[src/rtl/bsg_manycore_link_relay_pipe.sv]
// bsg_manycore_link_relay_pipe
//
// Registered relay stage for one mesh link segment between two tiles.
// Each direction gets its own two-entry buffer. Outputs are driven only from
// registers, and ready_and_o depends only on the occupancy count, so no
// combinational path crosses the stage. Packets are carried through opaquely.
//
// Ports (side A is upstream of the forward channel, side B is the tile port):
//   clk_i, reset_n_i            clock, asynchronous active-low reset
//   fwd_v_i/fwd_data_i          forward packet in, from side A
//   fwd_ready_and_o             forward accept, to side A
//   fwd_v_o/fwd_data_o          forward packet out, to side B
//   fwd_ready_and_i             forward accept, from side B
//   rev_v_i/rev_data_i          reverse packet in, from side B
//   rev_ready_and_o             reverse accept, to side B
//   rev_v_o/rev_data_o          reverse packet out, to side A
//   rev_ready_and_i             reverse accept, from side A
//   drained_o                   both buffers empty

// Two-entry fully registered buffer (slot 0 = head, slot 1 = tail).
//
// count | meaning
//   0   | empty, output invalid
//   1   | head valid, can accept and pass through in the same cycle
//   2   | full, not accepting
module bsg_manycore_link_relay_buf #(
  parameter int width_p = 8
) (
  input  logic               clk_i,
  input  logic               reset_n_i,
  input  logic               v_i,
  input  logic [width_p-1:0] data_i,
  output logic               ready_and_o,
  output logic               v_o,
  output logic [width_p-1:0] data_o,
  input  logic               ready_and_i,
  output logic               empty_o
);

  localparam logic [1:0] count_empty_lp = 2'd0;
  localparam logic [1:0] count_one_lp   = 2'd1;
  localparam logic [1:0] count_full_lp  = 2'd2;

  logic [1:0]         count_r;
  logic [width_p-1:0] slot0_r;
  logic [width_p-1:0] slot1_r;
  logic               enq;
  logic               deq;

  assign ready_and_o = (count_r != count_full_lp);
  assign v_o         = (count_r != count_empty_lp);
  assign data_o      = slot0_r;
  assign empty_o     = (count_r == count_empty_lp);

  // An offer while full is not a transfer; it is simply ignored.
  assign enq = v_i & ready_and_o;
  assign deq = v_o & ready_and_i;

  always_ff @(posedge clk_i or negedge reset_n_i) begin
    if (!reset_n_i) begin
      count_r <= count_empty_lp;
    end else if (enq && !deq) begin
      count_r <= count_r + 2'd1;
    end else if (deq && !enq) begin
      count_r <= count_r - 2'd1;
    end
  end

  // Data slots carry no reset; they are only observed while v_o is high.
  always_ff @(posedge clk_i) begin
    if (enq && !deq) begin
      if (count_r == count_empty_lp) begin
        slot0_r <= data_i;
      end else begin
        slot1_r <= data_i;
      end
    end else if (deq && !enq) begin
      slot0_r <= slot1_r;
    end else if (enq && deq) begin
      // Only reachable at count 1: head leaves, the new packet becomes head.
      if (count_r == count_one_lp) begin
        slot0_r <= data_i;
      end
    end
  end

endmodule

module bsg_manycore_link_relay_pipe #(
  parameter int fwd_width_p = 8,
  parameter int rev_width_p = 8
) (
  input  logic                   clk_i,
  input  logic                   reset_n_i,

  input  logic                   fwd_v_i,
  input  logic [fwd_width_p-1:0] fwd_data_i,
  output logic                   fwd_ready_and_o,
  output logic                   fwd_v_o,
  output logic [fwd_width_p-1:0] fwd_data_o,
  input  logic                   fwd_ready_and_i,

  input  logic                   rev_v_i,
  input  logic [rev_width_p-1:0] rev_data_i,
  output logic                   rev_ready_and_o,
  output logic                   rev_v_o,
  output logic [rev_width_p-1:0] rev_data_o,
  input  logic                   rev_ready_and_i,

  output logic                   drained_o
);

  logic fwd_empty;
  logic rev_empty;

  bsg_manycore_link_relay_buf #(.width_p(fwd_width_p)) fwd_buf (
    .clk_i       (clk_i),
    .reset_n_i   (reset_n_i),
    .v_i         (fwd_v_i),
    .data_i      (fwd_data_i),
    .ready_and_o (fwd_ready_and_o),
    .v_o         (fwd_v_o),
    .data_o      (fwd_data_o),
    .ready_and_i (fwd_ready_and_i),
    .empty_o     (fwd_empty)
  );

  bsg_manycore_link_relay_buf #(.width_p(rev_width_p)) rev_buf (
    .clk_i       (clk_i),
    .reset_n_i   (reset_n_i),
    .v_i         (rev_v_i),
    .data_i      (rev_data_i),
    .ready_and_o (rev_ready_and_o),
    .v_o         (rev_v_o),
    .data_o      (rev_data_o),
    .ready_and_i (rev_ready_and_i),
    .empty_o     (rev_empty)
  );

  assign drained_o = fwd_empty & rev_empty;

endmodule
[config.mk]
export PLATFORM = sky130hd
export DESIGN_NAME = bsg_manycore_link_relay_pipe
export DESIGN_NICKNAME = d
export VERILOG_FILES = /design/src/rtl/bsg_manycore_link_relay_pipe.sv
export SDC_FILE = /design/constraint.sdc
export NUM_CORES = 1
export LEC_CHECK = 0
export ABC_CLOCK_PERIOD_IN_PS = 2500
export BUFFER_PORTS_ARGS = -buffer_cell sky130_fd_sc_hd__buf_2
export CORE_UTILIZATION = 54
export CTS_BUF_LIST = sky130_fd_sc_hd__clkbuf_8
export DETAILED_ROUTE_END_ITERATION = 7
export GPL_ROUTABILITY_DRIVEN = 0
export PLACE_DENSITY = 0.92
export SLEW_MARGIN = 15
export SYNTH_ARGS = -nofsm -noshare
export SYNTH_HDL_FRONTEND = slang
export SYNTH_SLANG_ARGS = --single-unit
export TNS_END_PERCENT = 20
[constraint.sdc]
create_clock -name clk_i -period 2.5 [get_ports clk_i]
set_clock_uncertainty 0.05 [all_clocks]
set_input_delay 0.125 -clock clk_i [delete_from_list [all_inputs] [get_ports clk_i]]
set_output_delay 0.125 -clock clk_i [all_outputs]
set_load 0.01 [all_outputs]
### Word-level counts from Yosys, hierarchy flattened

Index checks and enable logic that the tools add are counted.

| storage, ports and cells | value |
|---|---|
| register bits | 36 |
| logic and storage cells | 61 |
| output and inout port bits | 21 |

| operators by class | value |
|---|---|
| muxes and demuxes | 14 |
| eq/ne operators | 6 |
| bitwise logic cells | 7 |
| reductions and logical operators | 24 |
| add/subtract/negate cells | 4 |

Operators with widths:

| operator | number |
|---|---|
| two-way mux 8 bit | 10 |
| nonzero test 3 bit | 4 |
| two-way mux 2 bit | 4 |
| inequality test 2 bit (second input constant) | 4 |
| nonzero test 2 bit | 4 |
| logical AND 1 bit | 6 |
| AND reduction 3 bit | 2 |
| bitwise AND 1 bit | 5 |
| adder 2 x 1 -> 2 bit (second input constant) | 2 |
| == test 2 x 1 -> 1 bit (second input constant) | 2 |
| zero test 1 bit | 4 |
| zero test 2 bit | 2 |
| AND reduction 2 bit | 2 |
| subtractor 2 x 1 -> 2 bit (second input constant) | 2 |
| NOT 1 bit | 2 |

### Logic depth before layout (Yosys ltp)

| logic depth | value |
|---|---|
| depth in word-level cells | 6 |
| gate-level depth with buffers | 8 |

### Hierarchy

From an unflattened synthesis, not the netlist that was laid out.

| unflattened totals | value |
|---|---|
| cell total of the unflattened synthesis | 101 |
| area, all modules | 1657.8 µm² |

Modules (own cells, without submodules):

| module | cells each | instances | area an instance (µm²) |
|---|---|---|---|
| bsg_manycore_link_relay_buf | 50 | 2 | 825.8 |
| bsg_manycore_link_relay_pipe | 1 | 1 | 6.3 |

### Worst setup path before layout

Ideal clock, no wire load.

| timing path | value |
|---|---|
| path kind | flip-flop to flip-flop |
| from | register fwd_buf.count_r[0] |
| to | register fwd_buf.slot0_r[0] (netlist: fwd_buf.data_o[0]) (enable) |
| setup slack | 520 ps |
| path buffers | 0 |
| clock period less this slack | 1980 ps |
| library setup time | 375 ps |
| stages on the path, launching flop included | 7 |
| arrival time | 1555 ps |
| cell sequence | dfrtp_1 inv_1 ha_1 nor2b_1 ha_1 nor3_1 a21oi_1 |

| between the ends | value |
|---|---|
| longest elaborated chain between the ends | 6 |
| elaborated cells on any way between the ends | 15 |
| classes of those cells | eq/ne: 3; bitwise: 2; reduce/logical: 10 |

RTL lines:

| item | RTL line | RTL |
|---|---|---|
| start: declaration | 44 | `logic [1:0] count_r;` |
| start signal: assignment | 61 | `count_r <= count_empty_lp;` |
| start signal: assignment | 63 | `count_r <= count_r + 2'd1;` |
| start signal: assignment | 65 | `count_r <= count_r - 2'd1;` |
| inequality test 2 bit or nonzero test 2 bit (tied branches) | 50, 51 |  |
| bitwise AND 1 bit, on equally long branches | 56, 57 |  |
| zero test 1 bit, on equally long branches | 77, 71 |  |
| logical AND 1 bit, on equally long branches | 77, 71 |  |
| nonzero test 3 bit (no line) or inequality test 2 bit (tied branches) | n/a |  |
| AND reduction 3 bit (no line) * | n/a |  |
| end signal: assignment | 73 | `slot0_r <= data_i;` |
| end signal: assignment | 78 | `slot0_r <= slot1_r;` |
| end signal: assignment | 82 | `slot0_r <= data_i;` |
| end: declaration | 45 | `logic [width_p-1:0] slot0_r;` |

Every way passes the cells marked *; elsewhere a longest branch is shown, timed or not.
A chain may end at the register's enable or synchronous reset.

### Worst setup path in the final report

Same ends and word-level chain as after synthesis.

==> qor.yml <==
floorplan:
  die_x_um: 58.12
  io_pins: 43
  rows: 19
  coreArea_sq_mm: 0.002877
  start_util_pct: 59.11
  die_h_um: 58.12
  die-area_sq_mm: 0.003377
global_routing:
  grt_use_total_pct: 20.32
  antenna_found_initial: 0
  overflow: 0
  grt_pass1_vias: 1032
  grt_max_degree: 11
  grt_pass1_wl_um: 4761
clock_network:
  clk_latency_ns: 0.28
  cts_resized: 0
  cts_buffer_depth: 2
  root_buffer: "clkbuf_8"
  cts_tree: "yes"
  cts_sinks: 36
  cts_buffers: 5
  clkTransAtPathRegs_ns: 0.06
  cts_max_level: 2
setup_path:
  max_stage_delay_ns: 0.59
  worstSetupStartpointType: "register"
  required_ns: 2.36
  crit_arrival_ns: 2.13
  critPathBufInv: 1
  endpoint_kind: "register"
  cp_slowest_cell: "a21oi_1"
  cpMostUsedCell: "ha_1"
  crit_chain: "inv_1 -> ha_1 -> nor2b_1 -> ha_1 -> nor3_1 -> a21oi_1"
  crit_fanout: 8
  cpLargestDelayFamily: "compound AO/OA/AOI/OAI gates"
  worstSetupPathType: "reg2reg"
final_layout:
  antenna_cells: 0
  area.growth.synth_to_final_pct: 28.11
  finalNetCount: 204
  final_cell_mix: "buf_2 (42), edfxtp_1 (32), mux2_4 (16), dlygate4sd3_1 (16), inv_1 (13)"
  mostFrequentLayoutCell: "buf_2"
  instances_no_fill: 212
  drive_gt1_share_pct: 40.00
timing:
  hold_viol: 0
  final_max_slew_viol_count: 0
  min_period_ns: 2.265
  fmax_mhz: 441.4
  rsz0062_at_grt: "false"
  worst_slew_pin_slew_ns: 0.7482
  period_share_pct: 90.61
  relSlewSlack_pct: 50.12
  setup_tns_ns: 0
  setup_viol_count_final: 0
placed_design:
  port_buffers: 42
  placedCellCount: 189
  hpwl_um: 2082
detailed_routing:
  vias: 1020
  viasPerCell: 4.811
  ant_nets: 0
  wl_per_cell_um: 14.28
  finalWirelength_um: 3028
  drtIter0Drc: 25
  drtPass1Iterations: 4
  post-route-drc-count: 0
run_status:
  status: "finished, final reports clean"
synth:
  netlist_area_sq_mm: 0.001700
  ys_seq_area_share_pct: 62.40
  ys_warn_count: 0
  ys_ff_latch: 36
  syn_area_per_cell_sq_um: 15.89
  syn_inst: 107
  ys_types: 16
  synth_nets: 141
hold_path:
  hp-class: "in2reg"
pwr:
  p_per_area_mw_per_mm2: 1004
  leakage_uw: 0.0009438
  vdd_drop_max_v: 0.0006617
flow_run:
  drv_cap: 0
-- per-stage QoR --
stage / worst slack, ns / power, uW / util (%) / hold WS (ns) / instance area [sq um]
final: 0.2347 / 2188 / 75.73 / 0.02005 / 2178
after global routing: 0.04973 / 2321 / 75.73 / 0.006255 / 2178
after CTS: 0.2161 / 2202 / 75.73 / 0.002829 / 2178
after detailed placement: 0.2160 / 1808 / 67.46 / -0.1132 / 1941
after global placement: 0.3725 / 1751 / 67.46 / -0.1172 / 1941
after floorplan: 0.5195 / 1566 / - / -0.2206 / 1700
-- kinds of logic (layout without fill, tap and decap cells) --
kind of cell	Yosys count	after routing	synth area share [%]
AOI/OAI and AO/OA	6	6	1.766
xor gates and xnor gates	2	2	1.030
adders and majority gates	12	12	8.830
buffers and inverters	14	77	3.973
DFF	36	36	62.40
muxes	16	16	14.13
and+or+nand+nor	21	21	7.873
-- what timing repair did --
action | 4_1_cts | 5_1_grt
setup buffers | 0 | 0
hold buffers | 16 | 0
hold endpoints to repair | 19 | 0
-- per-layer routing --
metal | vias up | global-route usage (%) | share of wire, %
met1 | 480 | 20.97 | 39
met2 | 39 | 37.77 | 54
li1 | 495 | - | -
met4 | 0 | 8.163 | 1.9
met5 | - | 0 | 0
met3 | 6 | 6.473 | 5.4
-- cells in the mapped netlist, drive strengths merged --
master,number,area (sq um)
dfrtp,4,100.1
inv,12,45.04
or2,2,12.51
mux2,16,240.2
ha,12,150.1
nor2b,10,77.58
edfxtp,32,960.9
a21oi,2,10.01
nand3b,2,15.01
o21ai,4,20.02
xor2,2,17.52
buf,2,22.52
nor2,1,3.750
nor3,2,10.01
nand2,4,15.01
-- cell type report --
cell class | count | area [sq um]
inverter | 12 | 45.04
timing repair buffer | 58 | 370.4
multi-input combinational | 57 | 571.8
sequential | 36 | 1061
clock inverter | 2 | 8.758
fill | 176 | 698.2
clock buffer | 5 | 68.82
tap | 42 | 52.55
-- final timing paths --
kind                                     from                  to  slack (ns)  cells past startpoint
max                        fwd_buf.count_r[0]   fwd_buf.data_o[0]        0.23                      6
min                             fwd_data_i[5]  fwd_buf.slot1_r[5]        0.02                      1
max reg2reg                fwd_buf.count_r[0]   fwd_buf.data_o[0]        0.23                      6
min reg2reg                rev_buf.count_r[1]  rev_buf.count_r[1]        0.48                      2
max in group asynchronous           reset_n_i  fwd_buf.count_r[0]        2.17                      2
min in group asynchronous           reset_n_i  rev_buf.count_r[1]        0.11                      2
-- state kept, by name, summed over array words and instances (netlist names) --
register and count:
fwd_buf.count_r 2, fwd_buf.slot1_r 8, rev_buf.data_o 8, rev_buf.count_r 2
fwd_buf.data_o 8, rev_buf.slot1_r 8
-- power breakdown --
part	internal [uW]	total (uW)	switching (uW)
Sequential	902	971	68.3
Combinational	380	850	469
Clock	185	367	182
No activity file was read; power rests on OpenSTA's default activity.
